### src/rtl/regfile_bypass_multi_pkg.sv
// Shared defaults, stage-entry type and select range helper for the bypassed register file.
// Latency: none (types and pure functions only).
// Backpressure: none; optional REGFILE_R0_ZERO_EN build macro is consumed by the files that import this.
package regfile_pkg;

    localparam int DATA_W_DEF   = 16;
    localparam int NUM_REGS_DEF = 8;
    localparam int NUM_RD_DEF   = 2;

    // Stage entries are sized for the largest legal configuration (64 registers,
    // 64-bit data); each instance only uses the low SEL_W / DATA_W bits.
    localparam int STAGE_SEL_MAX_W  = 6;
    localparam int STAGE_DATA_MAX_W = 64;

    typedef struct packed {
        logic                        valid;
        logic [STAGE_SEL_MAX_W-1:0]  sel;
        logic [STAGE_DATA_MAX_W-1:0] data;
    } stage_ent_t;

    // True when a register select addresses an existing register.
    function automatic logic sel_in_range(input logic [31:0] sel, input int unsigned nregs);
        return sel < nregs;
    endfunction

endpackage

### src/rtl/regfile_bypass_multi_if.sv
// Read/write bundle between the decode/commit stages and the bypassed register file.
// Latency: reads are combinational; writes land in a stage entry one edge later.
// Backpressure: none, every write is accepted; optional REGFILE_R0_ZERO_EN affects only the slave.
interface regfile_bypass_multi_if #(
    parameter int DATA_W   = 16,
    parameter int NUM_REGS = 8,
    parameter int NUM_RD   = 2,
    parameter int SEL_W    = $clog2(NUM_REGS)
);
    logic [NUM_RD*SEL_W-1:0]  readRegSel;
    logic [NUM_RD*DATA_W-1:0] readData;
    logic                     wr0En;
    logic [SEL_W-1:0]         wr0Sel;
    logic [DATA_W-1:0]        wr0Data;
    logic                     wr1En;
    logic [SEL_W-1:0]         wr1Sel;
    logic [DATA_W-1:0]        wr1Data;
    logic                     err;
    logic                     errSticky;

    modport master (
        output readRegSel, wr0En, wr0Sel, wr0Data, wr1En, wr1Sel, wr1Data,
        input  readData, err, errSticky
    );

    modport slave (
        input  readRegSel, wr0En, wr0Sel, wr0Data, wr1En, wr1Sel, wr1Data,
        output readData, err, errSticky
    );
endinterface

### src/rtl/regfile_bypass_multi_wr_stage.sv
// One write staging entry: captures an accepted write, presents it for commit the next cycle.
// Latency: 1 edge from write to valid entry; entry commits on the following edge.
// Backpressure: none; out-of-range, suppressed or (with REGFILE_R0_ZERO_EN) sel-0 writes are dropped.
module regfile_wr_stage
    import regfile_pkg::*;
#(
    parameter int DATA_W   = DATA_W_DEF,
    parameter int NUM_REGS = NUM_REGS_DEF,
    parameter int SEL_W    = $clog2(NUM_REGS)
) (
    input  logic              clk,
    input  logic              rst,
    input  logic              wr_en_i,
    input  logic [SEL_W-1:0]  wr_sel_i,
    input  logic [DATA_W-1:0] wr_data_i,
    input  logic              suppress_i,
    output stage_ent_t        ent_o,
    output logic              commit_o
);

    stage_ent_t ent_d;
    stage_ent_t ent_q;

    // Next entry: reloaded every cycle, valid only for a write that will really land.
    always_comb begin
        ent_d       = '0;
        ent_d.valid = wr_en_i & ~suppress_i & sel_in_range(32'(wr_sel_i), NUM_REGS);
`ifdef REGFILE_R0_ZERO_EN
        if (wr_sel_i == '0) begin
            ent_d.valid = 1'b0;
        end
`endif
        ent_d.sel   = STAGE_SEL_MAX_W'(wr_sel_i);
        ent_d.data  = STAGE_DATA_MAX_W'(wr_data_i);
    end

    // Entry register; reset discards anything not yet committed.
    always_ff @(posedge clk or posedge rst) begin
        if (rst) begin
            ent_q <= '0;
        end else begin
            ent_q <= ent_d;
        end
    end

    assign ent_o    = ent_q;
    assign commit_o = ent_q.valid;

endmodule

### src/rtl/regfile_bypass_multi.sv
// Parametrised 2-write, NUM_RD-read register file with write staging and full forwarding.
// Latency: reads zero-cycle combinational; writes commit two edges after presentation, hidden by bypass.
// Backpressure: none; REGFILE_R0_ZERO_EN makes register 0 read as zero and ignore writes.
module regfile_bypass_multi
    import regfile_pkg::*;
#(
    parameter int DATA_W   = DATA_W_DEF,
    parameter int NUM_REGS = NUM_REGS_DEF,
    parameter int NUM_RD   = NUM_RD_DEF
) (
    input  logic                   clk,
    input  logic                   rst,
    regfile_bypass_multi_if.slave  bus
);

    localparam int SEL_W = $clog2(NUM_REGS);

    logic [NUM_RD*SEL_W-1:0]  rd_sel_all;
    logic [NUM_RD*DATA_W-1:0] rd_data;
    logic                     wr0_en;
    logic [SEL_W-1:0]         wr0_sel;
    logic [DATA_W-1:0]        wr0_data;
    logic                     wr1_en;
    logic [SEL_W-1:0]         wr1_sel;
    logic [DATA_W-1:0]        wr1_data;

    assign rd_sel_all = bus.readRegSel;
    assign wr0_en     = bus.wr0En;
    assign wr0_sel    = bus.wr0Sel;
    assign wr0_data   = bus.wr0Data;
    assign wr1_en     = bus.wr1En;
    assign wr1_sel    = bus.wr1Sel;
    assign wr1_data   = bus.wr1Data;

    logic [DATA_W-1:0] mem_q [NUM_REGS];
    stage_ent_t        st0;
    stage_ent_t        st1;
    logic              commit0;
    logic              commit1;
    logic              suppress0;
    logic              err_c;
    logic              err_sticky_d;
    logic              err_sticky_q;

    // Port 1 wins a same-cycle collision, so port 0's write never stages.
    assign suppress0 = wr0_en & wr1_en & (wr0_sel == wr1_sel);

    regfile_wr_stage #(.DATA_W(DATA_W), .NUM_REGS(NUM_REGS), .SEL_W(SEL_W)) u_stage0 (
        .clk        (clk),
        .rst        (rst),
        .wr_en_i    (wr0_en),
        .wr_sel_i   (wr0_sel),
        .wr_data_i  (wr0_data),
        .suppress_i (suppress0),
        .ent_o      (st0),
        .commit_o   (commit0)
    );

    regfile_wr_stage #(.DATA_W(DATA_W), .NUM_REGS(NUM_REGS), .SEL_W(SEL_W)) u_stage1 (
        .clk        (clk),
        .rst        (rst),
        .wr_en_i    (wr1_en),
        .wr_sel_i   (wr1_sel),
        .wr_data_i  (wr1_data),
        .suppress_i (1'b0),
        .ent_o      (st1),
        .commit_o   (commit1)
    );

    // Upper stage bits beyond SEL_W/DATA_W are always zero here.
    logic unused_stage;
    assign unused_stage = ^{st0, st1};

    // Array commit from the stage entries; the two entries never share a register.
    always_ff @(posedge clk or posedge rst) begin
        if (rst) begin
            for (int i = 0; i < NUM_REGS; i++) begin
                mem_q[i] <= '0;
            end
        end else begin
            for (int i = 0; i < NUM_REGS; i++) begin
                if (commit1 && st1.sel == STAGE_SEL_MAX_W'(i)) begin
                    mem_q[i] <= st1.data[DATA_W-1:0];
                end else if (commit0 && st0.sel == STAGE_SEL_MAX_W'(i)) begin
                    mem_q[i] <= st0.data[DATA_W-1:0];
                end
            end
        end
    end

    // Newest-first lookup: current wr1, current wr0, stage1, stage0, array.
    function automatic logic [DATA_W-1:0] fwd_read(input logic [SEL_W-1:0] rs);
        logic [DATA_W-1:0] v;
        v = '0;
        if (!sel_in_range(32'(rs), NUM_REGS)) begin
            v = '0;
        end else if (wr1_en && wr1_sel == rs) begin
            v = wr1_data;
        end else if (wr0_en && wr0_sel == rs) begin
            v = wr0_data;
        end else if (st1.valid && st1.sel == STAGE_SEL_MAX_W'(rs)) begin
            v = st1.data[DATA_W-1:0];
        end else if (st0.valid && st0.sel == STAGE_SEL_MAX_W'(rs)) begin
            v = st0.data[DATA_W-1:0];
        end else begin
            for (int i = 0; i < NUM_REGS; i++) begin
                if (rs == SEL_W'(i)) begin
                    v = mem_q[i];
                end
            end
        end
`ifdef REGFILE_R0_ZERO_EN
        if (rs == '0) begin
            v = '0;
        end
`endif
        return v;
    endfunction

    // Read ports; held at zero while reset is asserted so in-flight writes cannot leak.
    always_comb begin
        rd_data = '0;
        for (int k = 0; k < NUM_RD; k++) begin
            rd_data[k*DATA_W +: DATA_W] = rst ? '0 : fwd_read(rd_sel_all[k*SEL_W +: SEL_W]);
        end
    end

    assign bus.readData = rd_data;

    // Illegal-access detect: out-of-range reads or enabled writes, plus unknown controls in simulation.
    always_comb begin
        err_c = 1'b0;
        for (int k = 0; k < NUM_RD; k++) begin
            if (!sel_in_range(32'(rd_sel_all[k*SEL_W +: SEL_W]), NUM_REGS)) begin
                err_c = 1'b1;
            end
        end
        if (wr0_en && !sel_in_range(32'(wr0_sel), NUM_REGS)) begin
            err_c = 1'b1;
        end
        if (wr1_en && !sel_in_range(32'(wr1_sel), NUM_REGS)) begin
            err_c = 1'b1;
        end
`ifndef SYNTHESIS
        if ($isunknown({rd_sel_all, wr0_en, wr0_sel, wr1_en, wr1_sel})) begin
            err_c = 1'b1;
        end
`endif
    end

    assign err_sticky_d = err_sticky_q | err_c;

    // Sticky error flag, cleared only by reset.
    always_ff @(posedge clk or posedge rst) begin
        if (rst) begin
            err_sticky_q <= 1'b0;
        end else begin
            err_sticky_q <= err_sticky_d;
        end
    end

    assign bus.err       = err_c;
    assign bus.errSticky = err_sticky_q;

endmodule

### src/flat_wrapper.sv
// flat-port wrapper written by rule: the top's interface ports become plain ports
module regfile_bypass_multi_flat import regfile_pkg::*;
#(
    parameter int DATA_W   = DATA_W_DEF,
    parameter int NUM_REGS = NUM_REGS_DEF,
    parameter int NUM_RD   = NUM_RD_DEF
)
  (clk, rst, bus_readRegSel, bus_wr0En, bus_wr0Sel, bus_wr0Data, bus_wr1En, bus_wr1Sel, bus_wr1Data, bus_readData, bus_err, bus_errSticky);
  regfile_bypass_multi_if #(.DATA_W(DATA_W), .NUM_REGS(NUM_REGS), .NUM_RD(NUM_RD)) bus_i ();
  input  logic clk;
  input  logic rst;
  input wire logic [$bits(bus_i.readRegSel)-1:0] bus_readRegSel;
  input wire logic [$bits(bus_i.wr0En)-1:0] bus_wr0En;
  input wire logic [$bits(bus_i.wr0Sel)-1:0] bus_wr0Sel;
  input wire logic [$bits(bus_i.wr0Data)-1:0] bus_wr0Data;
  input wire logic [$bits(bus_i.wr1En)-1:0] bus_wr1En;
  input wire logic [$bits(bus_i.wr1Sel)-1:0] bus_wr1Sel;
  input wire logic [$bits(bus_i.wr1Data)-1:0] bus_wr1Data;
  output wire logic [$bits(bus_i.readData)-1:0] bus_readData;
  output wire logic [$bits(bus_i.err)-1:0] bus_err;
  output wire logic [$bits(bus_i.errSticky)-1:0] bus_errSticky;
  assign bus_i.readRegSel = bus_readRegSel;
  assign bus_i.wr0En = bus_wr0En;
  assign bus_i.wr0Sel = bus_wr0Sel;
  assign bus_i.wr0Data = bus_wr0Data;
  assign bus_i.wr1En = bus_wr1En;
  assign bus_i.wr1Sel = bus_wr1Sel;
  assign bus_i.wr1Data = bus_wr1Data;
  assign bus_readData = bus_i.readData;
  assign bus_err = bus_i.err;
  assign bus_errSticky = bus_i.errSticky;
  regfile_bypass_multi #(.DATA_W(DATA_W), .NUM_REGS(NUM_REGS), .NUM_RD(NUM_RD)) u_core (.clk(clk), .rst(rst), .bus(bus_i));
endmodule
### config.mk
export PLATFORM = sky130hd
export DESIGN_NAME = regfile_bypass_multi_flat
export DESIGN_NICKNAME = d
export VERILOG_FILES = /design/src/rtl/regfile_bypass_multi_pkg.sv /design/src/rtl/regfile_bypass_multi_if.sv /design/src/rtl/regfile_bypass_multi_wr_stage.sv /design/src/rtl/regfile_bypass_multi.sv /design/src/flat_wrapper.sv
export SDC_FILE = /design/constraint.sdc
export NUM_CORES = 1
export LEC_CHECK = 0
export ABC_AREA = 0
export CAP_MARGIN = 20
export CORE_ASPECT_RATIO = 0.75
export CORE_MARGIN = 2
export CORE_UTILIZATION = 53
export CTS_CLUSTER_SIZE = 30
export DETAILED_ROUTE_END_ITERATION = 7
export GPL_TIMING_DRIVEN = 0
export PLACE_DENSITY = 0.73
export SYNTH_ARGS = -nofsm -noshare
export SYNTH_HDL_FRONTEND = slang
export SYNTH_SLANG_ARGS = --single-unit
### constraint.sdc
create_clock -name clk -period 21.9 [get_ports clk]
set_input_delay 3.285 -clock clk [delete_from_list [all_inputs] [get_ports clk]]
set_output_delay 3.285 -clock clk [all_outputs]
set_load 0.01 [all_outputs]
==> impl_metrics.yaml, run 1 <==
status:
  outcome: "finished clean"
cells_and_area:
  drive_gt1_share_pct: 8.81
  antenna_cells: 0
  area_growth_pct: 15.3
  nNetsFinal: 1352
  postLayoutCoreUtil_pct: 62.3
logic_synthesis:
  avgSynthCellArea_um2: 9.05
  ys_seq_area_share_pct: 38.5
  synth_edf_count: 0
  ys_types: 60
  synth_seq_cells: 168
  synth_top_flop_cell: "dfrtp_1"
  syn_area_um2: 10900
  ys_warn_count: 0
  synth_cells: 1206
  async_flop_share_pct: 100
sta:
  hold_violations: 0
  fmax_mhz: 99.5
  relSlewSlack_pct: 21.3
  setup_violations: 0
  post-route-min-period_ns: 10.05
  slew_viol_final: 0
  tightestPinTransition_ns: 1.17
  fin_crit_sh_pct: 45.9
  finalSetupTns_ns: 0
  finalHoldWorstSlack_ns: 0.599
  finClkSkew_ns: 0.0121
  rsz0062_at_grt: "false"
place:
  hpwl_um: 31500
  place_congestion: 0.950
  numPortBuffers: 76
min_path:
  min_path_type: "register to register"
  hp-start: "u_core.mem_q[65]"
  hold_depth: 2
  hold_end: "u_core.mem_q[65]"
global_route:
  grt_first_pass_wirelength_um: 63100
  antenna_found_initial: 0
  grt_pass1_vias: 9830
  grt_usage_pct: 39.3
  grt_max_degree: 126
  grt.overflow.total: 0
power_and_ir_drop:
  irDropWorstVdd_v: 0.0000538
  leakage_nw: 5.18
  power_mw: 1.00
  p_per_area_nw_per_um2: 79.5
clock_network:
  cts_tree: "yes"
  clock-sinks: 168
  cts_buffers: 17
  cts-root-buf: "clkbuf_16"
  clkLatencyLatePin_ns: 0.45
  cts_resized: 0
  cts_hold_buffers: 0
  cts-htree-levels: 4
  path_clk_slew_ns: 0.07
  post_cts_buffers: 0
  clock_path_buffers: 2
detailed_routing:
  vias_per_cell: 6.82
  first_pass_iters: 6
  ant_nets: 0
  drc_errors: 0
  vias: 10700
  drt-total-wl_um: 42200
  drt_iter0_markers: 1736
  avgRoutedWirePerCell_um: 26.8
worst_setup_path:
  ff2ff_setup_slack_ns: 19.41
  r2r_end: "u_core.mem_q[114]"
  worstSetupPathType: "input pin to primary output"
  cp.arrival_ns: 6.77
  worstPathRequired_ns: 18.62
  startpoint_type: "input pin"
  rr_worst_depth: 6
  r2r_start: "u_core.u_stage0.commit_o"
  end_kind: "primary output"
  critPathMaxFanout: 10
floorplan:
  coreArea_um2: 20200
  die_h_um: 128
  die_x_um: 170
  start_util_pct: 54.0
  die_area_um2: 21800
  core.rowCount: 45
  io_pins: 82
job:
  cap_violations: 0
==> flip-flops by register name (all words and copies together) (netlist names) <==
signal / flops
u_core.u_stage1.commit_o: 1
u_core.mem_q: 128
u_core.u_stage0.commit_o: 1
u_core.u_stage1.ent_o: 19
u_core.u_stage0.ent_o: 19
==> cells by family after synthesis <==
group | after synthesis | synth area share, %
simple gates | 305 | 13.0
flops | 168 | 38.5
mux | 183 | 18.7
xor+xnor | 27 | 2.17
buf+inv | 153 | 6.06
compound gates | 369 | 21.6
other cells | 1 | 0.0344
==> routing by layer <==
layer | part of all wire [%] | vias up | wire [um] | global-route usage (%)
li1 | - | 4600 | - | -
met2 | 40 | 861 | 17000 | 54.3
met4 | 1.9 | 0 | 790 | 9.10
met1 | 43 | 5196 | 18200 | 59.7
met3 | 15 | 85 | 6310 | 12.6
met5 | 0 | - | 0 | 0
==> worst max-delay path by stage <==
stage               slack, ns          endpoint  depth (start not counted)         startpoint
finish                  11.85  bus_readData[10]                          8  bus_readRegSel[1]
global route            11.74  bus_readData[10]                          8  bus_readRegSel[1]
CTS                     11.93  bus_readData[10]                          8  bus_readRegSel[1]
detailed placement      11.94  bus_readData[10]                          8  bus_readRegSel[1]
global placement         6.87  bus_readData[30]                          5                rst
floorplan               10.10  bus_readData[30]                          4                rst
==> Yosys cell counts, types with 11 or more instances <==
library cell	n	area share, %
o22ai_1	23	1.3
inv_1	13	0.45
a211oi_1	36	2.5
nor2b_1	15	0.86
buf_1	18	0.62
nor2_1	119	4.1
dfrtp_1	168	39
mux2i_1	153	14
o21ai_0	88	4.0
a21oi_1	103	4.7
mux4_2	15	3.1
xnor2_1	16	1.3
nor3_1	11	0.50
o2bb2ai_1	11	0.88
a22oi_1	35	2.4
clkbuf_1	77	2.6
o221ai_1	13	1.0
nand2_1	92	3.2
buf_2	34	1.6
mux2_2	15	1.5
xor2_1	11	0.88
==> through the flow <==
step / setup WS, ns / instance area [um^2] / cells
2_1_floorplan: 10.10 / 10900 / 1207
3_3_place_gp: 6.87 / 12000 / 1541
3_5_place_dp: 11.94 / 12000 / 1543
4_1_cts: 11.93 / 12600 / 1575
5_1_grt: 11.74 / 12600 / 1575
6_report: 11.85 / 12600 / 1575
==> cell usage in the layout (no fill, tap or decap), types with 12 or more instances in the layout <==
cell,instances
a22oi_1,35
buf_2,35
xnor2_1,16
inv_1,12
a21oi_1,103
clkdlybuf4s50_1,76
nand2_1,92
mux2i_1,153
clkbuf_1,78
mux2_2,15
mux4_2,15
dfrtp_1,168
nor2b_1,15
nor2_1,119
a211oi_1,36
o221ai_1,13
o21ai_0,88
clkbuf_16,17
buf_1,18
o22ai_1,23
==> worst max-delay path, stage by stage <==
cell	delay [ns]
clkdlybuf4s50_1	0.60
buf_4	0.33
buf_1	0.55
clkbuf_1	0.49
nand2_1	0.37
o221ai_1	0.39
o2bb2ai_1	0.17
clkdlybuf4s50_1	0.56
==> final cells by class <==
type	count	area, um^2
repair buffers	78	793
fillers	1750	7630
well taps	258	323
multi-input cells	886	6050
plain buffers	139	609
inverters	14	60.1
clock inverters	14	113
flip-flops and latches	168	4200
clock buffers	18	429
==> power breakdown <==
group	total (mW)	internal, mW	switching [mW]
sequential	0.429	0.368	0.0608
combinational	0.279	0.126	0.153
clock	0.293	0.147	0.145
total	1.00	0.641	0.359
Note: power is estimated with default switching activity, not from simulation.
==> run 2, diff against run 1 <==
--- a/config.mk
+++ b/config.mk
@@ -13,7 +13,7 @@
 export CTS_CLUSTER_SIZE = 30
 export DETAILED_ROUTE_END_ITERATION = 7
 export GPL_TIMING_DRIVEN = 0
-export PLACE_DENSITY = 0.73
+export PLACE_DENSITY = 0.76
 export SYNTH_ARGS = -nofsm -noshare
 export SYNTH_HDL_FRONTEND = slang
 export SYNTH_SLANG_ARGS = --single-unit
==> constraint.sdc (replaced) <==
create_clock -name clk -period 9 [get_ports clk]
set_input_delay 1.35 -clock clk [delete_from_list [all_inputs] [get_ports clk]]
set_output_delay 1.35 -clock clk [all_outputs]
set_load 0.01 [all_outputs]
==> impl_metrics.yaml, run 2 (synthesis results as in run 1) <==
status:
  outcome: "finished, violations left"
  failed_checks: "design-rule violations"
global_route:
  grt.overflow.total: 0
  grt_pass1_vias: 9678
  grt_max_degree: 117
  antenna_found_initial: 0
  grt_usage_pct: 38.9
  grt_first_pass_wirelength_um: 62400
cells_and_area:
  drive_gt1_share_pct: 8.81
  top_register: "u_core.mem_q"
  final_cell_mix: "dfrtp_1, mux2i_1, nor2_1, a21oi_1, nand2_1"
  nNetsFinal: 1352
  area_growth_pct: 15.5
  stdcell_area_um2: 12600
  antenna_cells: 0
  mostFrequentLayoutCell: "dfrtp_1"
  largest_reg_flops: 128
  postLayoutCoreUtil_pct: 62.4
  fin_cells: 1575
worst_setup_path:
  startpoint_type: "input pin"
  r2r_start: "u_core.u_stage0.ent_o[66]"
  ff2ff_setup_slack_ns: 6.62
  end_kind: "primary output"
  rr_worst_depth: 6
  critPathMaxFanout: 10
  worstPathRequired_ns: 7.65
  r2r_end: "u_core.mem_q[112]"
  cp.arrival_ns: 4.81
  worstSetupPathType: "input pin to primary output"
detailed_routing:
  vias_per_cell: 6.79
  wl_met2_um: 16500
  drt_iter0_markers: 1868
  drc_errors: 23
  vias: 10700
  top_layer: "met4"
  drt-met1-wl_um: 18200
  avgRoutedWirePerCell_um: 26.7
  ant_nets: 0
  first_pass_iters: 8
  route.met3.wl_um: 6320
  drt-total-wl_um: 42000
clock_network:
  cts-htree-levels: 4
  path_clk_slew_ns: 0.07
  post_cts_buffers: 0
  cts_hold_buffers: 0
  clock-sinks: 168
  cts_buffers: 17
  cts_tree: "yes"
  clkLatencyLatePin_ns: 0.45
  clock_path_buffers: 2
  cts_resized: 0
  cts-root-buf: "clkbuf_16"
sta:
  relSlewSlack_pct: 19.0
  fin_crit_sh_pct: 68.4
  tightestPinTransition_ns: 1.20
  rsz0062_at_grt: "false"
  post-route-min-period_ns: 6.16
  slew_viol_final: 0
  setup_violations: 0
  hold_violations: 0
  fmax_mhz: 162
  finClkSkew_ns: 0.0104
min_path:
  hp-start: "u_core.mem_q[52]"
  hold_end: "u_core.mem_q[52]"
  min_path_type: "register to register"
  hold_depth: 2
power_and_ir_drop:
  leakage_nw: 5.19
  power_mw: 2.47
  p_per_area_nw_per_um2: 196
  irDropWorstVdd_v: 0.000134
floorplan:
  coreArea_um2: 20200
  die_h_um: 128
  start_util_pct: 54.0
  die_area_um2: 21800
  core.rowCount: 45
  io_pins: 82
  die_x_um: 170
place:
  numPortBuffers: 76
  post_dp_cell_area_um2: 12000
  place_inst: 1543
  place_congestion: 0.992
  hpwl_um: 31700
job:
  cap_violations: 0
## run 2: worst max path at each step
stage	slack, ns	start	endpoint
after floorplan	1.07	rst	bus_readData[30]
after global placement	-2.22	rst	bus_readData[30]
after detailed placement	2.96	bus_readRegSel[1]	bus_readData[2]
after CTS	2.92	bus_readRegSel[1]	bus_readData[10]
after global routing	2.80	bus_readRegSel[1]	bus_readData[9]
final	2.84	bus_readRegSel[1]	bus_readData[9]
## run 2: power by group
part	internal [mW]	total (mW)	leakage (nW)	switching [mW]
sequential	0.895	1.05	1.98	0.153
clock	0.387	0.745	0.262	0.357
combinational	0.306	0.678	2.95	0.371
## run 2: layout make-up
cell class	count	area [um^2]
clock inverter	14	136
multi-input combinational	886	6050
timing repair buffer	78	793
inverter	14	60.1
buffer	139	609
sequential	168	4200
tap	258	323
fill	1766	7600
clock buffer	18	429
## run 2: critical path, cell delays in order
cell and delay (ns):
clkdlybuf4s50_1 0.63, buf_4 0.33, buf_1 0.50, clkbuf_1 0.47, nand2_1 0.38, o221ai_1 0.40
o2bb2ai_1 0.18, clkdlybuf4s50_1 0.56
## run 2: routing by layer
metal	vias up	global-route usage (%)
met3	94	11.9
li1	4599	-
met4	0	11.3
met2	883	52.3
met1	5117	59.6
met5	-	0
## run 2: stage by stage
step / TNS, ns / hold WS [ns] / worst slack [ns]
after detailed placement: 0 / 0.582 / 2.96
after global routing: 0 / 0.614 / 2.80
after CTS: 0 / 0.599 / 2.92
final: 0 / 0.594 / 2.84
after global placement: -16.21 / 0.563 / -2.22
after floorplan: 0 / 0.539 / 1.07
==> run 3, diff against run 2 <==
==> constraint.sdc (replaced) <==
create_clock -name clk -period 5.5 [get_ports clk]
set_input_delay 0.825 -clock clk [delete_from_list [all_inputs] [get_ports clk]]
set_output_delay 0.825 -clock clk [all_outputs]
set_load 0.01 [all_outputs]
==> impl_metrics.yaml, run 3 (synthesis results as in run 1) <==
status:
  outcome: "finished clean"
sta:
  post-route-min-period_ns: 5.20
  relSlewSlack_pct: 35.7
  tightestPinTransition_ns: 0.940
  finClkSkew_ns: 0.0143
  rsz0062_at_grt: "false"
  fin_crit_sh_pct: 94.6
  hold_violations: 0
  finalSetupTns_ns: 0
  slew_viol_final: 0
  setup_violations: 0
  fmax_mhz: 192
clock_network:
  cts_tree: "yes"
  path_clk_slew_ns: 0.07
  clock_path_buffers: 2
  cts_resized: 0
  clock-sinks: 168
  cts_buffers: 17
  post_cts_buffers: 0
  clkLatencyLatePin_ns: 0.44
  cts-htree-levels: 4
  cts-root-buf: "clkbuf_16"
  cts_hold_buffers: 0
detailed_routing:
  vias: 10600
  drt_iter0_markers: 1884
  avgRoutedWirePerCell_um: 26.2
  drt-met1-wl_um: 18200
  route.met3.wl_um: 6100
  first_pass_iters: 5
  wl_met2_um: 16400
  ant_nets: 0
  vias_per_cell: 6.71
  drt-total-wl_um: 41400
  drc_errors: 0
  top_layer: "met4"
power_and_ir_drop:
  leakage_nw: 5.24
  p_per_area_nw_per_um2: 319
  p_seq_share_pct: 42.4
  pwr-share-clk_pct: 30.1
  power_switching_mw: 1.43
  p_int_mw: 2.61
  pwr-share-comb_pct: 27.4
  switching_share_pct: 35.5
  irDropWorstVdd_v: 0.000210
  power_mw: 4.04
floorplan:
  start_util_pct: 54.0
  die_x_um: 170
  coreArea_um2: 20200
  die_h_um: 128
  die_area_um2: 21800
  io_pins: 82
  core.rowCount: 45
global_route:
  grt_usage_pct: 38.6
  grt_first_pass_wirelength_um: 62300
  grt.overflow.total: 0
  grt_max_degree: 41
  grt_pass1_vias: 9612
  antenna_found_initial: 0
worst_setup_path:
  end_kind: "primary output"
  worstSetupPathType: "input pin to primary output"
  startpoint_type: "input pin"
  critPathMaxFanout: 10
  worstPathRequired_ns: 4.68
  cp.arrival_ns: 4.38
  rr_worst_depth: 6
place:
  place_inst: 1548
  post_dp_cell_area_um2: 12100
  numPortBuffers: 76
  place_congestion: 1.01
  hpwl_um: 32100
cells_and_area:
  area_growth_pct: 16.3
  final_cell_mix: "dfrtp_1, mux2i_1, nor2_1, a21oi_1, nand2_1"
  fin_cells: 1580
  antenna_cells: 0
  mostFrequentLayoutCell: "dfrtp_1"
  largest_reg_flops: 128
  top_register: "u_core.mem_q"
  stdcell_area_um2: 12700
  nNetsFinal: 1357
  drive_gt1_share_pct: 9.15
min_path:
  hold_depth: 2
  min_path_type: "register to register"
job:
  cap_violations: 0
run 3: changes by cell type in the layout (fill, tap and decap cells not counted):
| cell | change |
|---|---|
| buf_12 | +4 |
| buf_2 | +1 |
| clkinvlp_4 | -3 |
| clkinv_4 | +3 |
| clkinv_2 | +1 |
| inv_8 | -1 |
run 3: critical path, stage by stage:
cell             delay [ns]
clkdlybuf4s50_1        0.57
buf_2                  0.38
buf_2                  0.37
buf_2                  0.29
buf_2                  0.30
a211oi_1               0.11
a2111oi_0              0.78
o32ai_1                0.21
clkdlybuf4s50_1        0.53
run 3: metrics by stage:
| step | hold WS [ns] | util [%] | worst slack (ns) |
|---|---|---|---|
| finish | 0.601 | 62.8 | 0.300 |
| CTS | 0.603 | 62.8 | 0.542 |
| global placement | 0.562 | 59.4 | -2.33 |
| global route | 0.637 | 62.8 | 0.181 |
| floorplan | 0.539 | - | 0.134 |
| detailed placement | 0.575 | 60.0 | 0.559 |
run 3: final cells by class:
type,count,area [um^2]
Buffer,139,609
Clock buffer,18,429
Clock inverter,14,138
Fill cell,1734,7520
Inverter,14,56.3
Multi-Input combinational cell,886,6050
Sequential cell,168,4200
Tap cell,258,323
Timing Repair Buffer,83,878
run 3: final timing paths:
| path | start | end | slack, ns |
|---|---|---|---|
| worst max-delay path | bus_readRegSel[5] | bus_readData[31] | 0.30 |
| worst min-delay path | u_core.mem_q[52] | u_core.mem_q[52] | 0.60 |
| worst max register to register | u_core.u_stage0.commit_o | u_core.mem_q[112] | 3.18 |
| worst min register to register | u_core.mem_q[52] | u_core.mem_q[52] | 0.60 |
| max in group asynchronous | rst | u_core.mem_q[121] | 3.63 |
| min in group asynchronous | rst | u_core.u_stage0.ent_o[3] | 0.81 |
run 3: power groups by stage:
stage	Combinational, mW	Sequential (mW)	Clock [mW]
2_1_floorplan	0.717	1.61	0
3_3_place_gp	1.04	1.70	0
3_5_place_dp	1.07	1.71	0
4_1_cts	1.08	1.69	1.21
5_1_grt	1.18	1.73	1.26
6_report	1.11	1.71	1.22
run 3: routing by layer:
| layer | up-vias | track usage, % |
|---|---|---|
| met3 | 73 | 12.3 |
| met2 | 824 | 52.1 |
| met5 | - | 0 |
| met1 | 5107 | 59.7 |
| li1 | 4601 | - |
| met4 | 0 | 8.90 |
==> RTL change, RTL diff (config.mk and constraints of run 3) <==
Set the package constant `NUM_REGS_DEF` to 16 (it was 8).
--- a/src/rtl/regfile_bypass_multi_pkg.sv
+++ b/src/rtl/regfile_bypass_multi_pkg.sv
@@ -5,5 +5,5 @@
 
     localparam int DATA_W_DEF   = 16;
-    localparam int NUM_REGS_DEF = 8;
+    localparam int NUM_REGS_DEF = 16;
     localparam int NUM_RD_DEF   = 2;
 
Interface: changed (resized bus_readRegSel, bus_wr0Sel and bus_wr1Sel); port bits go from 82 to 86. The function was not compared with the original's and may differ.
==> RTL change against run 3 <==
The flow now finishes with violations (design-rule violations, negative setup slack); routed wire length increased to 2.7 times the old value; critical path depth unchanged; synthesized cell count increased by 83%; sequential cell count increased by 130; worst setup slack got worse by 0.53 ns; first-iteration DRC count increased by 120%; design area increased by 79%; total power increased by 96%; area after synthesis increased by 84%; global-route usage increased by 18 points.
==> RTL change: results (changes against run 3) <==
stage	metric	value	unit	change
run_status	status	complete, but fails checks		
run_status	violations	design-rule violations, negative setup slack		
detailed_routing	drt-total-wl	113	mm	+170%
power	ir_worst_vdd	0.328	mV	+56%
global_routing	grt_pass1_wl	155	mm	+150%
placement	placed_area	21600	um^2	+79%
yosys	netlist_top_cells_area	dfrtp_1 (37%), mux2i_1 (15%), a21oi_1 (5.1%)		
cts	ctsLongestPathBuffers	3		+1
detailed_routing	vias_per_cell	7.79		+16%
power	power	7.93	mW	+96%
yosys	yosys.area.top_type_share	37.2	%	-1.3 points
finish	largest_reg_flops	256		+100%
placement	post-place-ws	-0.424	ns	-0.983 ns
global_routing	antenna_found_initial	5		+5
critical_path	crit_arrival	4.91	ns	+0.53 ns
detailed_routing	drt_pass1_iterations	8		+3
sta	final-setup-viol-count	4		+4
yosys	yosys_most_used_dff	dfrtp_1		
cts	htreeDepth	1		-3
critical_path	critical_path.slowest_cell	clkbuf_1		
placement	gp_congestion	1.19		+19%
cts	worstSkewPairLatency	0.64	ns	+0.20 ns
finish	design_area	22800	um^2	+79%
yosys	synth_cell_types	83		+38%
sta	finalWorstSetupSlack	-0.231	ns	-0.531 ns
placement	dp_cells	2798		+81%
floorplanning	core_area	37200	um^2	+84%
yosys	synthMuxAreaShare	20.4	%	+1.7 points
detailed_routing	drtIter0Drc	4115		+120%
yosys	syn_avg_cell_area	9.08	um^2	+0.36%
sta	finClkSkew	0.0203	ns	+0.00600 ns
power	pwr-share-clk	29.3	%	-0.8 points
yosys	seq_area_frac_synth	37.2	%	-1.3 points
global_routing	first_global_vias	20811		+120%
finish	fin_cells	2862		+81%
power	p_leak	9.27	nW	+77%
finish	nFillCells	3196		+84%
critical_path	cpPeakStageDelay	0.92	ns	+0.14 ns
power	power.switching	3.00	mW	+110%
placement	dpl.hpwl	84.6	mm	+160%
cts	cts_buffers	31		+14
global_routing	grt_max_degree	44		+7.3%
yosys	synth_commonest_cells	dfrtp_1 (298), mux2i_1 (295), nor2_1 (227)		
finish	layout-drive-gt1-share	11.7	%	+2.5 points
yosys	synth_compound_area_share	21.0	%	-0.62 points
sta	setup_tns	-0.343	ns	-0.343 ns
cts	root_buffer	clkbuf_16		
detailed_routing	route.detailed.drc	5		+5
power	p_seq	3.35	mW	+96%
[RTL change: cell families (layout without fill, tap and decap cells)]
group	Yosys count	in the layout
simple gates	590	590
other cells	1	10
flops	298	298
mux	362	362
buf+inv	272	413
compound gates	649	649
xor+xnor	36	36
[RTL change: final timing paths]
check / start / endpoint / slack (ns) / cells after the start
worst max register to register: u_core.u_stage1.ent_o[66] / u_core.mem_q[51] / 2.36 / 5
worst min-delay path: rst / u_core.u_stage0.ent_o[14] / 0.44 / 2
worst max-delay path: bus_readRegSel[4] / bus_readData[19] / -0.23 / 9
min in group clk: u_core.mem_q[252] / u_core.mem_q[252] / 0.60 / 2
max in group asynchronous: rst / u_core.mem_q[231] / 3.73 / 5
worst min register to register: u_core.mem_q[252] / u_core.mem_q[252] / 0.60 / 2
[RTL change: per-layer routing]
metal	up-vias	track usage [%]	routed length, um
li1	8332	-	-
met1	10788	67.9	39100
met3	664	29.2	20400
met5	-	3.00	183
met2	2493	77.5	43200
met4	6	38.6	10100
[RTL change: worst register-to-register path, stage by stage (launching register included)]
cell      delay (ns)
dfrtp_1         0.32
buf_2           0.18
and3_1          0.37
nor3b_1         0.92
clkbuf_1        0.88
o21ai_0         0.29
[RTL change: final cells by class]
| cell class | count | area share, % |
|---|---|---|
| Multi-Input combinational cell | 1639 | 49.7 |
| Sequential cell | 298 | 32.8 |
| Clock inverter | 18 | 0.962 |
| Tap cell | 504 | 2.77 |
| Buffer | 252 | 5.50 |
| Timing Repair Buffer | 85 | 4.03 |
| Clock buffer | 39 | 3.80 |
| Antenna cell | 8 | 0.0880 |
| Inverter | 19 | 0.330 |
[RTL change: timing repair]
action | CTS | global route
pin swaps | 0 | 0
endpoints found under the setup margin | 2 | 3
gates resized for setup | 1 | 7
